<file path="src/rtl/apb_uart_host.sv">
`default_nettype none
// ============================================================================
//  Module      : apb_uart_host
//  Description : APB3 initiator for the APB-UART register port. Turns one
//                valid/ready command into one APB transfer (SETUP, ACCESS),
//                honours PREADY wait states, captures PSLVERR and returns
//                the result on a valid/ready response channel.
//  Options     : `define APB_HOST_TIMEOUT_EN adds an ACCESS watchdog that
//                aborts after TIMEOUT_CYCLES wait states (rsp_error=1).
//  Revision    : 1.0 - initial release
// ============================================================================
module apb_uart_host #(
    parameter int ADDR_WIDTH     = 8,
    parameter int DATA_WIDTH     = 32,
    parameter int TIMEOUT_CYCLES = 255
) (
    input  logic                  clock,
    input  logic                  reset,
    // command channel
    input  logic                  cmd_valid,
    output logic                  cmd_ready,
    input  logic                  cmd_write,
    input  logic [ADDR_WIDTH-1:0] cmd_addr,
    input  logic [DATA_WIDTH-1:0] cmd_wdata,
    // response channel
    output logic                  rsp_valid,
    input  logic                  rsp_ready,
    output logic [DATA_WIDTH-1:0] rsp_rdata,
    output logic                  rsp_error,
    output logic                  busy,
    // APB initiator port
    output logic                  psel,
    output logic                  penable,
    output logic                  pwrite,
    output logic [ADDR_WIDTH-1:0] paddr,
    output logic [DATA_WIDTH-1:0] pwdata,
    input  logic [DATA_WIDTH-1:0] prdata,
    input  logic                  pready,
    input  logic                  pslverr
);

    typedef enum logic [1:0] {
        ST_IDLE   = 2'd0,
        ST_SETUP  = 2'd1,
        ST_ACCESS = 2'd2,
        ST_RESP   = 2'd3
    } state_t;

    state_t                r_state;
    logic                  r_cmd_ready;
    logic                  r_rsp_valid;
    logic [DATA_WIDTH-1:0] r_rsp_rdata;
    logic                  r_rsp_error;
    logic                  r_busy;
    logic                  r_psel;
    logic                  r_penable;
    logic                  r_pwrite;
    logic [ADDR_WIDTH-1:0] r_paddr;
    logic [DATA_WIDTH-1:0] r_pwdata;

`ifdef APB_HOST_TIMEOUT_EN
    localparam int c_CNT_W = $clog2(TIMEOUT_CYCLES + 1);
    // Count value seen on the last permitted wait-state edge.
    localparam logic [c_CNT_W-1:0] c_CNT_LAST = c_CNT_W'(TIMEOUT_CYCLES - 1);
    logic [c_CNT_W-1:0]    r_wait_cnt;
`endif

    // Single transfer sequencer; every output is a register set on state entry.
    always_ff @(posedge clock) begin
        if (reset) begin
            r_state     <= ST_IDLE;
            r_cmd_ready <= 1'b0;
            r_rsp_valid <= 1'b0;
            r_rsp_rdata <= '0;
            r_rsp_error <= 1'b0;
            r_busy      <= 1'b0;
            r_psel      <= 1'b0;
            r_penable   <= 1'b0;
            r_pwrite    <= 1'b0;
            r_paddr     <= '0;
            r_pwdata    <= '0;
`ifdef APB_HOST_TIMEOUT_EN
            r_wait_cnt  <= '0;
`endif
        end else begin
            case (r_state)
                ST_IDLE: begin
                    r_cmd_ready <= 1'b1;
                    // cmd_ready is registered, so the first post-reset
                    // cycle never accepts a command.
                    if (cmd_valid && r_cmd_ready) begin
                        r_cmd_ready <= 1'b0;
                        r_busy      <= 1'b1;
                        r_psel      <= 1'b1;
                        r_pwrite    <= cmd_write;
                        r_paddr     <= cmd_addr;
                        r_pwdata    <= cmd_wdata;
                        r_state     <= ST_SETUP;
`ifdef APB_HOST_TIMEOUT_EN
                        r_wait_cnt  <= '0;
`endif
                    end
                end
                ST_SETUP: begin
                    r_penable <= 1'b1;
                    r_state   <= ST_ACCESS;
                end
                ST_ACCESS: begin
                    // pready is checked first so completion beats the watchdog.
                    if (pready) begin
                        r_psel      <= 1'b0;
                        r_penable   <= 1'b0;
                        r_rsp_valid <= 1'b1;
                        r_rsp_error <= pslverr;
                        r_rsp_rdata <= r_pwrite ? '0 : prdata;
                        r_state     <= ST_RESP;
                    end
`ifdef APB_HOST_TIMEOUT_EN
                    else if (r_wait_cnt == c_CNT_LAST) begin
                        r_psel      <= 1'b0;
                        r_penable   <= 1'b0;
                        r_rsp_valid <= 1'b1;
                        r_rsp_error <= 1'b1;
                        r_rsp_rdata <= '0;
                        r_state     <= ST_RESP;
                    end else begin
                        r_wait_cnt  <= r_wait_cnt + c_CNT_W'(1);
                    end
`endif
                end
                ST_RESP: begin
                    if (rsp_ready) begin
                        r_rsp_valid <= 1'b0;
                        r_busy      <= 1'b0;
                        r_cmd_ready <= 1'b1;
                        r_state     <= ST_IDLE;
                    end
                end
                default: begin
                    r_state <= ST_IDLE;
                end
            endcase
        end
    end

    assign cmd_ready = r_cmd_ready;
    assign rsp_valid = r_rsp_valid;
    assign rsp_rdata = r_rsp_rdata;
    assign rsp_error = r_rsp_error;
    assign busy      = r_busy;
    assign psel      = r_psel;
    assign penable   = r_penable;
    assign pwrite    = r_pwrite;
    assign paddr     = r_paddr;
    assign pwdata    = r_pwdata;

endmodule
`default_nettype wire

</file>
<file path="config.mk">
export PLATFORM = sky130hd
export DESIGN_NAME = apb_uart_host
export DESIGN_NICKNAME = d
export VERILOG_FILES = /design/src/rtl/apb_uart_host.sv
export SDC_FILE = /design/constraint.sdc
export NUM_CORES = 1
export LEC_CHECK = 0
export ABC_AREA = 1
export CORE_MARGIN = 2
export CORE_UTILIZATION = 42
export CTS_BUF_LIST = sky130_fd_sc_hd__clkbuf_16
export DETAILED_ROUTE_END_ITERATION = 10
export GPL_ROUTABILITY_DRIVEN = 0
export GPL_TIMING_DRIVEN = 0
export PLACE_DENSITY = 0.9
export SLEW_MARGIN = 20
export SYNTH_ARGS = -nofsm -noshare
export SYNTH_HDL_FRONTEND = slang
export SYNTH_SLANG_ARGS = --single-unit
</file>
<file path="constraint.sdc">
create_clock -name clock -period 2.4 [get_ports clock]
set_input_delay 0.6 -clock clock [delete_from_list [all_inputs] [get_ports clock]]
set_output_delay 0.6 -clock clock [all_outputs]
set_load 0.005 [all_outputs]
</file>
== After elaboration in Yosys (flattened, before gate mapping) ==
Index checks and enable logic that the tools add are counted.
Operators by class
  equality and inequality tests: 6
  mux-type cells: 16
  reductions and logical operators: 14
Operators by type and width (number)
  32-bit 2-to-1 mux: 1
  3-bit AND reduction: 4
  1-bit case mux with 2 select lines: 5
  2-bit case mux with 4 select lines: 1
  2-bit AND reduction: 4
  2-bit nonzero test: 4
  1-bit 2-to-1 mux: 6
  2-bit 2-to-1 mux: 3
  2-bit inequality test (second input constant): 3
  2-bit equality test (second input constant): 2
  2-bit by 1-bit equality test with 1-bit output (second input constant): 1
  2-bit zero test: 1
  1-bit logical AND: 1
Storage, ports and cells
  bits in registers: 81
  input port bits: 79
  word-level logic and storage cells: 47

== Longest topological paths before layout ==
  word-level depth: 3
  mapped depth: 7
  depth with buffers taken out: 7

== Worst setup path after synthesis ==
Ideal clock, no wire load.
  kind: register -> register
  start: register r_state[0]
  end: register r_paddr[0], in the netlist paddr[0]
  data arrival time: 1.227 ns
  required time: 2.330 ns
  path slack: 1.102 ns
  stages on the path, launching flop included: 7
  cell sequence: dfxtp_1 inv_1 ha_1 nand3_2 clkbuf_1 nand2_1 a21oi_1
Between the ends
  word-level cells in the longest chain between the ends: 2
Ends and longest elaborated chain
  from (decl): RTL line 49  | state_t r_state;
  from (signal assigned): RTL line 71  | r_state <= ST_IDLE;
  from (signal assigned): RTL line 98  | r_state <= ST_SETUP;
  from (signal assigned): RTL line 106  | r_state <= ST_ACCESS;
  2-bit zero test: RTL line 86  | case (r_state)
  2-bit AND reduction (no line)
  to (signal assigned): RTL line 96  | r_paddr <= cmd_addr;
  to (decl): RTL line 58  | logic [ADDR_WIDTH-1:0] r_paddr;
Every way passes these cells.
A chain may end at the register's enable or synchronous reset.

== Final worst setup path ==
  start: register r_pwrite, in the netlist pwrite
  end: output pwrite
RTL lines
  from (decl): RTL line 57  | logic r_pwrite;
  from (signal assigned): RTL line 95  | r_pwrite <= cmd_write;
  to (decl): RTL line 34  | output logic pwrite,
No word-level cell between the ends.

==> impl_results.md <==
* Status: finished, final reports clean
* CP Launch Type: flip-flop
* CP Cell Sequence: clkdlybuf4s50_1
* Postcts setup bufs at 0
* CTS buffer count at 9
* Total power at 0.00423 W
* Vias in the first global route at between 3000 and 4000
* Die height at between 80 and 90 um
* CTS tree: built
* Ratio of cells with drive above 1 in the final layout at approximately 6.0%
* Most frequent cells in the layout: clkdlybuf4s50_1, nand2_1, dfxtp_1
* Vias at 3241
* Wire length per cell at between 10 and 15 um
* WHS Endpoint: pwdata[28]$_SDFFE_PP0P_
* Reg power frac at about 39%
* Die extent in x at between 80 and 90 um
* CP Class: reg -> out
* Clk sinks at 81
* Synthesis-to-layout area growth at 65.9%
* Hold path depth at 2
* Pint at roughly 0.003 W
* Path depth of the worst reg2reg path at 6
* DRC at 0
* First-pass GRT wire length at approximately 14 mm
* Ant diodes at 0
* Post-Syn Area at between 0.002 and 0.003 sq mm
* Fin. Hold Viols at 0
* Worst hold-check path type: reg -> reg
* PwrDens at about 850 mW/mm^2
* Clock Latency Late Sink at 330 ps
* RSZ-0062 raised after global routing: no
* Layout fillers at 540
* Crit path max-delay family: buffers and inverters
* Clock power frac at 31.2%
* Sw frac at approximately 30%
* Worst Skew at approximately 7.5 ps
* Yosys cell types at 18
* Final ANT Viol Nets at 0
* Post-Route Setup TNS at 0 ps
* CP Max Fanout at 3
* Die area at about 0.008 sq mm
* Pin count of the biggest net entering global routing at 14
* Hold-fix buffers, CTS at 0
* Synth Instances at 379
* Post-synthesis sequential area ratio at between 50% and 60%
* Hold Startpoint: pwdata[28]$_SDFFE_PP0P_
* CP endpoint kind: primary output
* Port buffer count at between 150 and 200
* Crit path from: pwrite$_SDFFE_PP0P_
* Slew margin rel. at a little over two thirds
* Via count normalized by instance count at between 5 and 6
* Syn_area_per_cell at around 8 sq um
* Antenna violations before repair at 0
* Post-Syn Nets at between 400 and 500
* Largest stage delay on the critical path at approximately 570 ps
* Buf+Inv Stages, Crit Path at 1
* Reg-to-Reg End: paddr[5]$_SDFFE_PP0P_
* Final Cycle Share at around 80%
* Detailed-placement wirelength estimate at approximately 6.7 mm
* R2r startpoint: r_state[0]$_SDFFE_PP0P_
* Most common cell after layout, fill and taps aside: clkdlybuf4s50_1
* CP max-delay cell: clkdlybuf4s50_1
* Core Area at between 0.006 and 0.007 sq mm
* WP data required at around 1800 ps
* Htree depth at 3
* Reg clk slew, reported paths at roughly 60 ps
* Root Buffer: clkbuf_16
* Total global-route track usage at between 20% and 30%
* Combinational Power Share at between 20 and 30%
* Seq cells post-synth at 81
* Reg-to-reg slack, setup at roughly 800 ps
* Top Metal Used: met4
* P_leak at between 1.5 and 2 nW
* Final setup viols at 0
* Synth warn at 0
* First-pass DRT Iterations at 4
* Initial core utilization at a little over two fifths
* Max Cap Viol at 0
* Boundary pin count at roughly 160
* M1 WL at ~3.6 mm
* Met2 wire len at 4.65 mm
* P_sw at 0.00127 W
* Row count at 30
* Post_cts resized at 0
* Worst vdd ir at approximately 0.53 mV
* Worst EP arrival at 1280 ps
* Nets at around 630
* GRT overflow at 0
* Clock buffer depth at 2
* Slew Limit Fails at 0
* Fmax at 0.531 GHz
* Met3 wire len at 550 um
* Tmin final at 1880 ps
* Worst Max-Slew Pin Slew at between 400 and 500 ps
* Final WL at between 9 and 10 mm
* Iteration-0 DRC Markers at 116
[routing by layer]
metal / GRT usage (%) / vias to the layer above
met1: 26.8 / 1512
met5: 0 / -
met3: 5.22 / 35
met2: 40.2 / 126
li1: - / 1568
met4: 16.7 / 0
[worst register-to-register path, delay by kind of cell (launching register included)]
kind / cells / cell delay [ps]
buffers and inverters: 2 / 450
flip-flops: 1 / 350
AND/OR/NAND/NOR: 2 / 300
adder cells (fa/ha/maj): 1 / 260
AO/OA/AOI/OAI: 1 / 170
[worst max-delay path by stage]
stage                              end  slack [ps]  depth (start not counted)
2_1_floorplan    paddr[0]$_SDFFE_PP0P_        1100                          6
3_3_place_gp   pwdata[19]$_SDFFE_PP0P_         440                          6
3_5_place_dp     paddr[5]$_SDFFE_PP0P_         420                          6
4_1_cts                         pwrite         520                          1
5_1_grt                         pwrite         500                          1
6_report                        pwrite         520                          1
[kinds of logic (layout without fill, tap and decap cells)]
family                   after synthesis  count (layout)  synth area share [%]
AND/OR/NAND/NOR                      202             202                  28.6
flip-flops                            81              81                  54.3
AO/OA/AOI/OAI                         56              56                  9.38
buffers and inverters                 36             207                  6.03
adder cells (fa/ha/maj)                4               4                  1.68
[power groups by stage]
stage	Combinational, W	Sequential [W]	Clock [W]
after floorplan	0.000601	0.00168	0
after global placement	0.00121	0.00166	0
after detailed placement	0.00125	0.00167	0
after CTS	0.00127	0.00165	0.00134
after global routing	0.00140	0.00167	0.00139
final	0.00126	0.00165	0.00132
[registers in the layout, indices dropped and copies added (netlist names)]
name and cells:
rsp_valid 1, penable 1, cmd_ready 1, paddr 8
rsp_rdata 32, rsp_error 1, pwrite 1, psel 1
busy 1, pwdata 32, r_state 2
[stage by stage]
step	area, sq um	std cells	setup WS [ps]	hold slack (ps)	util, %
floorplan	2990	379	1100	455	-
global placement	4670	631	440	450	68.3
detailed placement	4670	631	418	458	68.3
CTS	4950	646	517	468	72.5
global route	4950	646	501	479	72.5
finish	4950	646	515	466	72.5
[Yosys cell counts, drive strengths merged]
library cell,number,area (sq um)
buf,16,105
dfxtp,81,1620
ha,4,50.1
clkbuf,9,33.8
nand2,132,498
a21oi,53,265
nand3,64,325
nor2,5,26.3
o21ai,3,15.0
inv,11,41.3
nor3,1,5.00
[layout make-up]
cell class	instances	area [sq um]	share of cell area [%]
clock buffer	9	225	4.55
clock inverter	6	60.1	1.21
timing repair buffer	156	1560	31.5
multi-input combinational	262	1180	23.9
sequential	81	1620	32.7
inverter	11	41.3	0.834
tap	96	120	2.42
buffer	25	139	2.80
(Power assumes the default switching activity.)
